File: src/rtl/bram_rd_streamer.sv
// bram_rd_streamer: walks base+k*stride (or base+bitrev(k) with BRS_BITREV_EN) over a 1-cycle BRAM read port and streams the words out over valid/ready with a FIFO; ports: i_start/i_base_addr/i_stride/i_length[/i_bitrev] in, o_rd_addr/i_rd_dout BRAM, o_m_data/o_m_valid/o_m_last/i_m_ready stream, o_busy/o_done status
module bram_rd_streamer #(
  parameter int DATA_W = 18,
  parameter int ADDR_W = 12,
  parameter int FIFO_DEPTH = 4,
  parameter int LOG_N = 9
) (
  input  logic              clk,
  input  logic              rst,
  input  logic              i_start,
  input  logic [ADDR_W-1:0] i_base_addr,
  input  logic [ADDR_W-1:0] i_stride,
  input  logic [ADDR_W:0]   i_length,
`ifdef BRS_BITREV_EN
  input  logic              i_bitrev,
`endif
  output logic [ADDR_W-1:0] o_rd_addr,
  input  logic [DATA_W-1:0] i_rd_dout,
  output logic [DATA_W-1:0] o_m_data,
  output logic              o_m_valid,
  input  logic              i_m_ready,
  output logic              o_m_last,
  output logic              o_busy,
  output logic              o_done
);
  localparam int PW = FIFO_DEPTH > 1 ? $clog2(FIFO_DEPTH) : 1;
  localparam int OW = $clog2(FIFO_DEPTH + 3) + 1;
  typedef enum logic [1:0] {IDLE, RUN, DRAIN, DONE} state_t;
  state_t r_state;
  logic [ADDR_W:0] r_len, r_cnt;
  logic [ADDR_W-1:0] r_base, r_stride, r_next, r_rd_addr, w_brev, w_addr;
  logic [DATA_W:0] r_mem [FIFO_DEPTH];
  logic [PW-1:0] r_wp, r_rp;
  logic [OW-1:0] r_occ;
  logic r_v1, r_v2, r_l1, r_l2, r_busy, r_done;
  logic w_rev, w_start, w_issue, w_last, w_pop, w_room;
`ifdef BRS_BITREV_EN
  logic r_rev;
  always_ff @(posedge clk)
    if (rst) r_rev <= 1'b0;
    else if (w_start) r_rev <= i_bitrev;
  assign w_rev = r_rev;
`else
  assign w_rev = 1'b0;
`endif
  always_comb begin
    w_brev = '0;
    for (int i = 0; i < LOG_N; i++) w_brev[i] = r_cnt[LOG_N-1-i];
  end
  assign w_start = i_start && r_state == IDLE;
  assign o_m_valid = r_occ != '0;
  assign w_pop = o_m_valid && i_m_ready;
  assign w_room = r_occ + OW'(r_v1) + OW'(r_v2) < OW'(FIFO_DEPTH) + OW'(w_pop);
  assign w_last = w_start ? i_length == (ADDR_W+1)'(1) : r_cnt == r_len - (ADDR_W+1)'(1);
  assign w_issue = w_start ? i_length != '0 : r_state == RUN && r_cnt != r_len && w_room;
  assign w_addr = w_start ? i_base_addr : w_rev ? r_base + w_brev : r_next;
  assign o_rd_addr = r_rd_addr;
  assign o_m_data = r_mem[r_rp][DATA_W-1:0];
  assign o_m_last = o_m_valid && r_mem[r_rp][DATA_W];
  assign o_busy = r_busy;
  assign o_done = r_done;
  always_ff @(posedge clk)
    if (rst) begin
      r_state <= IDLE;
      r_len <= '0;
      r_cnt <= '0;
      r_base <= '0;
      r_stride <= '0;
      r_next <= '0;
      r_rd_addr <= '0;
      r_wp <= '0;
      r_rp <= '0;
      r_occ <= '0;
      r_v1 <= 1'b0;
      r_v2 <= 1'b0;
      r_l1 <= 1'b0;
      r_l2 <= 1'b0;
      r_busy <= 1'b0;
      r_done <= 1'b0;
      for (int i = 0; i < FIFO_DEPTH; i++) r_mem[i] <= '0;
    end else begin
      r_v1 <= w_issue;
      r_l1 <= w_issue && w_last;
      r_v2 <= r_v1;
      r_l2 <= r_l1;
      if (w_issue) r_rd_addr <= w_addr;
      if (w_start) begin
        r_base <= i_base_addr;
        r_stride <= i_stride;
        r_len <= i_length;
        r_cnt <= (ADDR_W+1)'(1);
        r_next <= i_base_addr + i_stride;
      end else if (w_issue) begin
        r_cnt <= r_cnt + (ADDR_W+1)'(1);
        r_next <= r_next + r_stride;
      end
      if (r_v2) begin
        r_mem[r_wp] <= {r_l2, i_rd_dout};
        r_wp <= r_wp == PW'(FIFO_DEPTH - 1) ? '0 : r_wp + PW'(1);
      end
      if (w_pop) r_rp <= r_rp == PW'(FIFO_DEPTH - 1) ? '0 : r_rp + PW'(1);
      r_occ <= r_occ + OW'(r_v2) - OW'(w_pop);
      case (r_state)
        IDLE: if (i_start) begin
          r_state <= i_length == '0 ? DONE : RUN;
          r_busy <= i_length != '0;
          r_done <= i_length == '0;
        end
        RUN: if ((w_issue && w_last) || r_cnt == r_len) r_state <= DRAIN;
        DRAIN: if (w_pop && o_m_last) begin
          r_state <= DONE;
          r_busy <= 1'b0;
          r_done <= 1'b1;
        end
        default: begin
          r_state <= IDLE;
          r_done <= 1'b0;
        end
      endcase
    end
endmodule
File: config.mk
export PLATFORM = sky130hd
export DESIGN_NAME = bram_rd_streamer
export DESIGN_NICKNAME = d
export VERILOG_FILES = /design/src/rtl/bram_rd_streamer.sv
export SDC_FILE = /design/constraint.sdc
export NUM_CORES = 1
export LEC_CHECK = 0
export ABC_AREA = 1
export CAP_MARGIN = 40
export CORE_MARGIN = 4
export CORE_UTILIZATION = 57
export DETAILED_ROUTE_END_ITERATION = 6
export PLACE_DENSITY = 0.89
export SETUP_SLACK_MARGIN = 0.4
export SLEW_MARGIN = 20
export SYNTH_ARGS = -nofsm -noshare
export SYNTH_HDL_FRONTEND = slang
export SYNTH_SLANG_ARGS = --single-unit
File: constraint.sdc
create_clock -name clk -period 7.8 [get_ports clk]
set_clock_uncertainty 0.15 [all_clocks]
set_input_delay 2.34 -clock clk [delete_from_list [all_inputs] [get_ports clk]]
set_output_delay 2.34 -clock clk [all_outputs]
set_load 0.02 [all_outputs]
== Word-level counts from Yosys, hierarchy flattened ==
Memories as Yosys holds them, arrays and structs flattened. A register that Yosys moved wholly into a read port is not among the register bits.
Index checks and enable logic that the tools add are counted.
Storage, ports and cells
  word-level logic and storage cells: 90
  memory bits (writable): 76
  bits of input ports: 59
  memories: 1
  flip-flop bits (word level): 78
Memories
  r_mem: words 4, bits a word 19, read ports 1, clocked after memory_dff 1, write ports 4, RTL line 32  | logic [DATA_W:0] r_mem [FIFO_DEPTH];
Cells by class
  equality and inequality tests: 11
  muxes and demuxes: 30
  bitwise operators: 1
  order comparisons: 1
  $add $sub $neg: 11
  reduce and logical (&&, ||, !) cells: 19
Operators by type and width (count)
  12-bit 2-to-1 mux: 3
  13-bit equality test: 2
  12-bit adder: 2
  19-bit 2-to-1 mux: 1
  19-bit OR reduction: 1
  2-bit 2-to-1 mux: 9
  1-bit 2-to-1 mux: 14
  13-bit by 1-bit adder with 13-bit output, second input constant: 1
  13-bit by 1-bit equality test with 1-bit output, second input constant: 1
  13-bit zero test: 1
  13-bit != test: 1
  13-bit nonzero test: 1
  13-bit by 1-bit subtractor with 13-bit output, second input constant: 1
  4-bit by 1-bit adder with 4-bit output: 3
  3-bit AND reduction: 3
  1-bit logical AND: 7
  2-bit equality test, second input constant: 3
  2-bit case mux with 3 select lines: 1
  2-bit by 1-bit adder with 2-bit output, second input constant: 2
  3-bit by 1-bit adder with 4-bit output, first input constant: 1
  4-bit less-than comparator: 1
  2-bit != test, second input constant: 2
  2-bit nonzero test: 2
  4-bit nonzero test: 1
  other kinds (9): 9

== Logic depth before layout (Yosys ltp) ==
  depth after elaboration: 10
  mapped depth: 16

== Worst setup path before layout ==
OpenSTA, ideal clock, no wires.
  kind: in2reg
  start: in rst
  end: mem r_mem[3][0] in the netlist's numbering (enable)
  cell stages on the path: 4
  setup time: 0.425 ns
  slack: 3.742 ns
  data required time: 7.225 ns
  arrival time: 3.483 ns
  path buffers: 2
  cell sequence: clkbuf_1 -> clkinv_1 -> clkbuf_1 -> o31ai_1
RTL lines
  start, declared: RTL line 9  | input logic rst,
  end, declared: RTL line 32

==> key figures <==
STA
  • Final Max Slew Viols: 0
  • Hold_ws: around 260 ps
  • # setup viols final: 0
  • RSZ-0062 raised after global routing: no
  • Fmax: 0.180 GHz
  • Slew margin rel.: about 47%
  • Fin. Hold Viols: 0
  • Setup total negative slack: 0 ps
  • Worst Max-Slew Pin Slew: ~800 ps
  • Tmin final: between 5000 and 6000 ps
  • Post-route clock period utilization: between 70% and 80%

Place
  • PortBufs: slightly above 90
  • Dpl hpwl: roughly 14 mm
  • Gpl congestion: just under 1
  • Cell Area, Placed: between 9000 and 10000 sq um

Clocking
  • Post_cts resized: 0
  • Clock latency on the worst-skew pair: 430 ps
  • Total number of H-tree levels: 4
  • CTS Buf Count: 17
  • Number of clock sinks: approximately 160
  • Max Buffers Root-to-Sink: 2
  • Clk root buf: clkbuf_16
  • Cts hold-fix bufs: 0
  • CTS tree: done
  • Post-CTS Setup Bufs: 0
  • Clk slew on worst S/H paths: 60 ps

Cells and area
  • Commonest non-fill, non-tap cells in the layout: nor2_1 (224), nand2_1 (167), o21ai_0 (108)
  • Layout area overhead: 20.2%
  • ANT cells: 0
  • Commonest non-fill, non-tap cell in the layout: nor2_1
  • Cell area after layout: 9940 sq um
  • Post-Route Utilization: between 70% and 80%
  • Layout cells sized above 1: ~4.6%
  • Final nets: 1224

Worst hold path
  • Hold Path Origin: r_l1$_SDFF_PP0_
  • WHS Endpoint: r_l2$_SDFF_PP0_
  • Hold Crit Depth: 2
  • Hold Crit Class: reg2reg

Global route
  • Vias in the first global route: around 6900
  • Initial antenna violation count: 0
  • GR Overflow Total: 0
  • GRT Util Overall: between 20% and 30%
  • Largest net degree at the start of global routing: 65
  • First-pass GRT wire length: between 30 and 40 mm

Setup path
  • Kind of critical path: reg2out
  • Cell Chain, Critical Path: inv_1 -> nor2_1 -> o21ai_0 -> a21boi_0 -> clkdlybuf4s50_1
  • Crit path capture type: primary output
  • Worst path max stage delay: 750 ps
  • Startpoint Class: flip-flop
  • Worst EP arrival: slightly above 3000 ps
  • Worst reg-to-reg path cell count: 7
  • Worst-path maximum fanout: 20
  • Worst reg2reg setup slack: ~4700 ps
  • Critical-path top delay cell: dfxtp_1
  • Origin of the critical flop-to-flop path: r_v2$_SDFF_PP0_
  • FF-to-FF End: r_mem[2][11]$_SDFFCE_PN0P_
  • Req. time, crit path: around 5300 ps

Power and ir drop
  • Pwr dens: between 300 and 400 nW/um^2
  • Worst VDD drop: 0.000237 V
  • Lkg Pwr: between 4 and 5 nW

Floorplan
  • Core area: 14000 sq um
  • Initial Util: around 59%
  • Die extent in x: around 130 microns
  • Die Footprint: between 15000 and 20000 sq um
  • FP Rows: between 40 and 50
  • Die Height: approximately 130 microns
  • Ports: 93

Synth
  • Post-synth EDFFs: between 70 and 80
  • Main combinational cell family by area after synthesis: simple AND/OR/NAND/NOR gates
  • Synth cell types: 44
  • Net Count, Synth: around 1100
  • Simple-gate share of the synthesized area: between 20 and 25%
  • Cells after Synth: around 1000
  • YS warnings: 0
  • Cell Area, Synth: around 8300 sq um
  • Post-synthesis compound-gate area fraction: about 15%
  • Adder-Cell Fraction of Synth Area: about 6.6%
  • Primary FF master, synth: dfxtp_1
  • Register area share after synthesis: a little under half
  • FFs w/ async S/R, synth: 0%
  • Post-synthesis mux area share: 0%
  • Post-synthesis xor/xnor area fraction: between 2 and 3%
  • FF+latch count, synth: around 160
  • Avg Cell Area, Syn: slightly below 8 sq um

Routing
  • Vias after detailed routing: 7477
  • Met3 WL: roughly 1.7 mm
  • WL met2: about 10 mm
  • Residual DRC: 0
  • DRT met1 WL: just over 8 mm
  • Pre-antenna DRT Iters: 5
  • Drt first-iter violations: 739
  • Final ANT Viol Nets: 0
  • Vias per inst: between 5 and 6
  • Highest Signal Layer: met4
  • WL final: 20.7 mm
  • WL/cell: ~16 microns

Run
  • Max-cap violations: 0

Status
  • Status: completed
[sequential cells by signal (all words and copies together), names as in the netlist, named ones only]
| signal | count |
|---|---|
| r_rp | 2 |
| r_v2 | 1 |
| r_stride | 12 |
| r_v1 | 1 |
| o_rd_addr | 12 |
| o_busy | 1 |
| o_done | 1 |
| r_wp | 2 |
| r_len | 13 |
| r_l2 | 1 |
| r_l1 | 1 |
| r_mem | 76 |
| r_next | 12 |
| r_cnt | 13 |
| r_state | 2 |
| r_occ | 4 |
[layer usage]
layer | track usage, % | vias up
met5 | 0 | -
met4 | 9.43 | 0
met3 | 5.81 | 50
met2 | 42.2 | 386
met1 | 30.5 | 3409
li1 | - | 3632
[power breakdown]
part | switching [mW] | total, mW | internal (mW)
clock network | 0.347 | 0.823 | 0.476
logic | 0.854 | 1.38 | 0.527
registers | 0.115 | 1.12 | 1.01
[per-stage QoR]
step / worst slack [ps] / power [mW] / cells
floorplan: 3740 / 2.05 / 1045
CTS: 2140 / 3.32 / 1314
finish: 2230 / 3.33 / 1317
global route: 1980 / 3.54 / 1317
global placement: 1790 / 2.43 / 1281
detailed placement: 1720 / 2.49 / 1282
[critical path: cells and delay by family (launching register included)]
kind | cells | cell delay, ps
flip-flops | 1 | 750
AO/OA/AOI/OAI | 2 | 460
AND/OR/NAND/NOR | 1 | 260
buffers and inverters | 2 | 1180
[synthesized netlist by cell type (2+ instances only)]
| cell | n | share of area (%) |
|---|---|---|
| clkbuf_1 | 32 | 1.5 |
| a21o_1 | 2 | 0.18 |
| a31oi_1 | 17 | 1.3 |
| a211oi_1 | 3 | 0.27 |
| xnor2_1 | 9 | 0.95 |
| o21ai_0 | 108 | 6.5 |
| o2111ai_1 | 2 | 0.21 |
| o21a_1 | 2 | 0.18 |
| inv_1 | 103 | 4.7 |
| nand3b_1 | 3 | 0.27 |
| nand3_1 | 37 | 2.2 |
| nor2_1 | 224 | 10 |
| dfxtp_1 | 80 | 19 |
| inv_2 | 2 | 0.091 |
| nand2_1 | 167 | 7.6 |
| nor3_1 | 12 | 0.73 |
| buf_1 | 3 | 0.14 |
| nand2_2 | 4 | 0.30 |
| ha_1 | 37 | 5.6 |
| o21bai_1 | 3 | 0.27 |
| nand4_1 | 2 | 0.15 |
| buf_2 | 3 | 0.18 |
| xor2_1 | 17 | 1.8 |
| a311oi_1 | 2 | 0.21 |
| o22ai_1 | 19 | 1.4 |
| a21oi_1 | 55 | 3.3 |
| edfxtp_1 | 76 | 28 |
| o31ai_1 | 2 | 0.18 |
| fa_1 | 4 | 0.97 |
[logic make-up after synthesis]
logic type / after synthesis
fa+ha+maj: 41
simple gates: 456
xor+xnor: 26
compound gates: 219
buf+inv: 147
flops: 156
[worst max path at each step]
stage                         start                   endpoint  slack [ps]  depth (start not counted)
after floorplan                 rst      r_mem[3][0]$_DFFE_PP_        3740                          4
after global placement          rst  r_mem[2][0]$_SDFFCE_PN0P_        1790                          6
after detailed placement        rst  r_mem[2][0]$_SDFFCE_PN0P_        1720                          6
after CTS                       rst  r_mem[2][0]$_SDFFCE_PN0P_        2140                          6
after global routing      flip-flop                   o_m_last        1980                          5
final                     flip-flop                   o_m_last        2230                          5
[layout make-up]
cell class | instances | area (sq um)
fillers | 1070 | 4100
flip-flops and latches | 156 | 3880
multi-input cells | 742 | 3820
repair buffers | 101 | 1020
clock buffers | 17 | 425
inverters | 106 | 398
well taps | 180 | 225
clock inverters | 15 | 163
No activity file was read; power rests on OpenSTA's default activity.
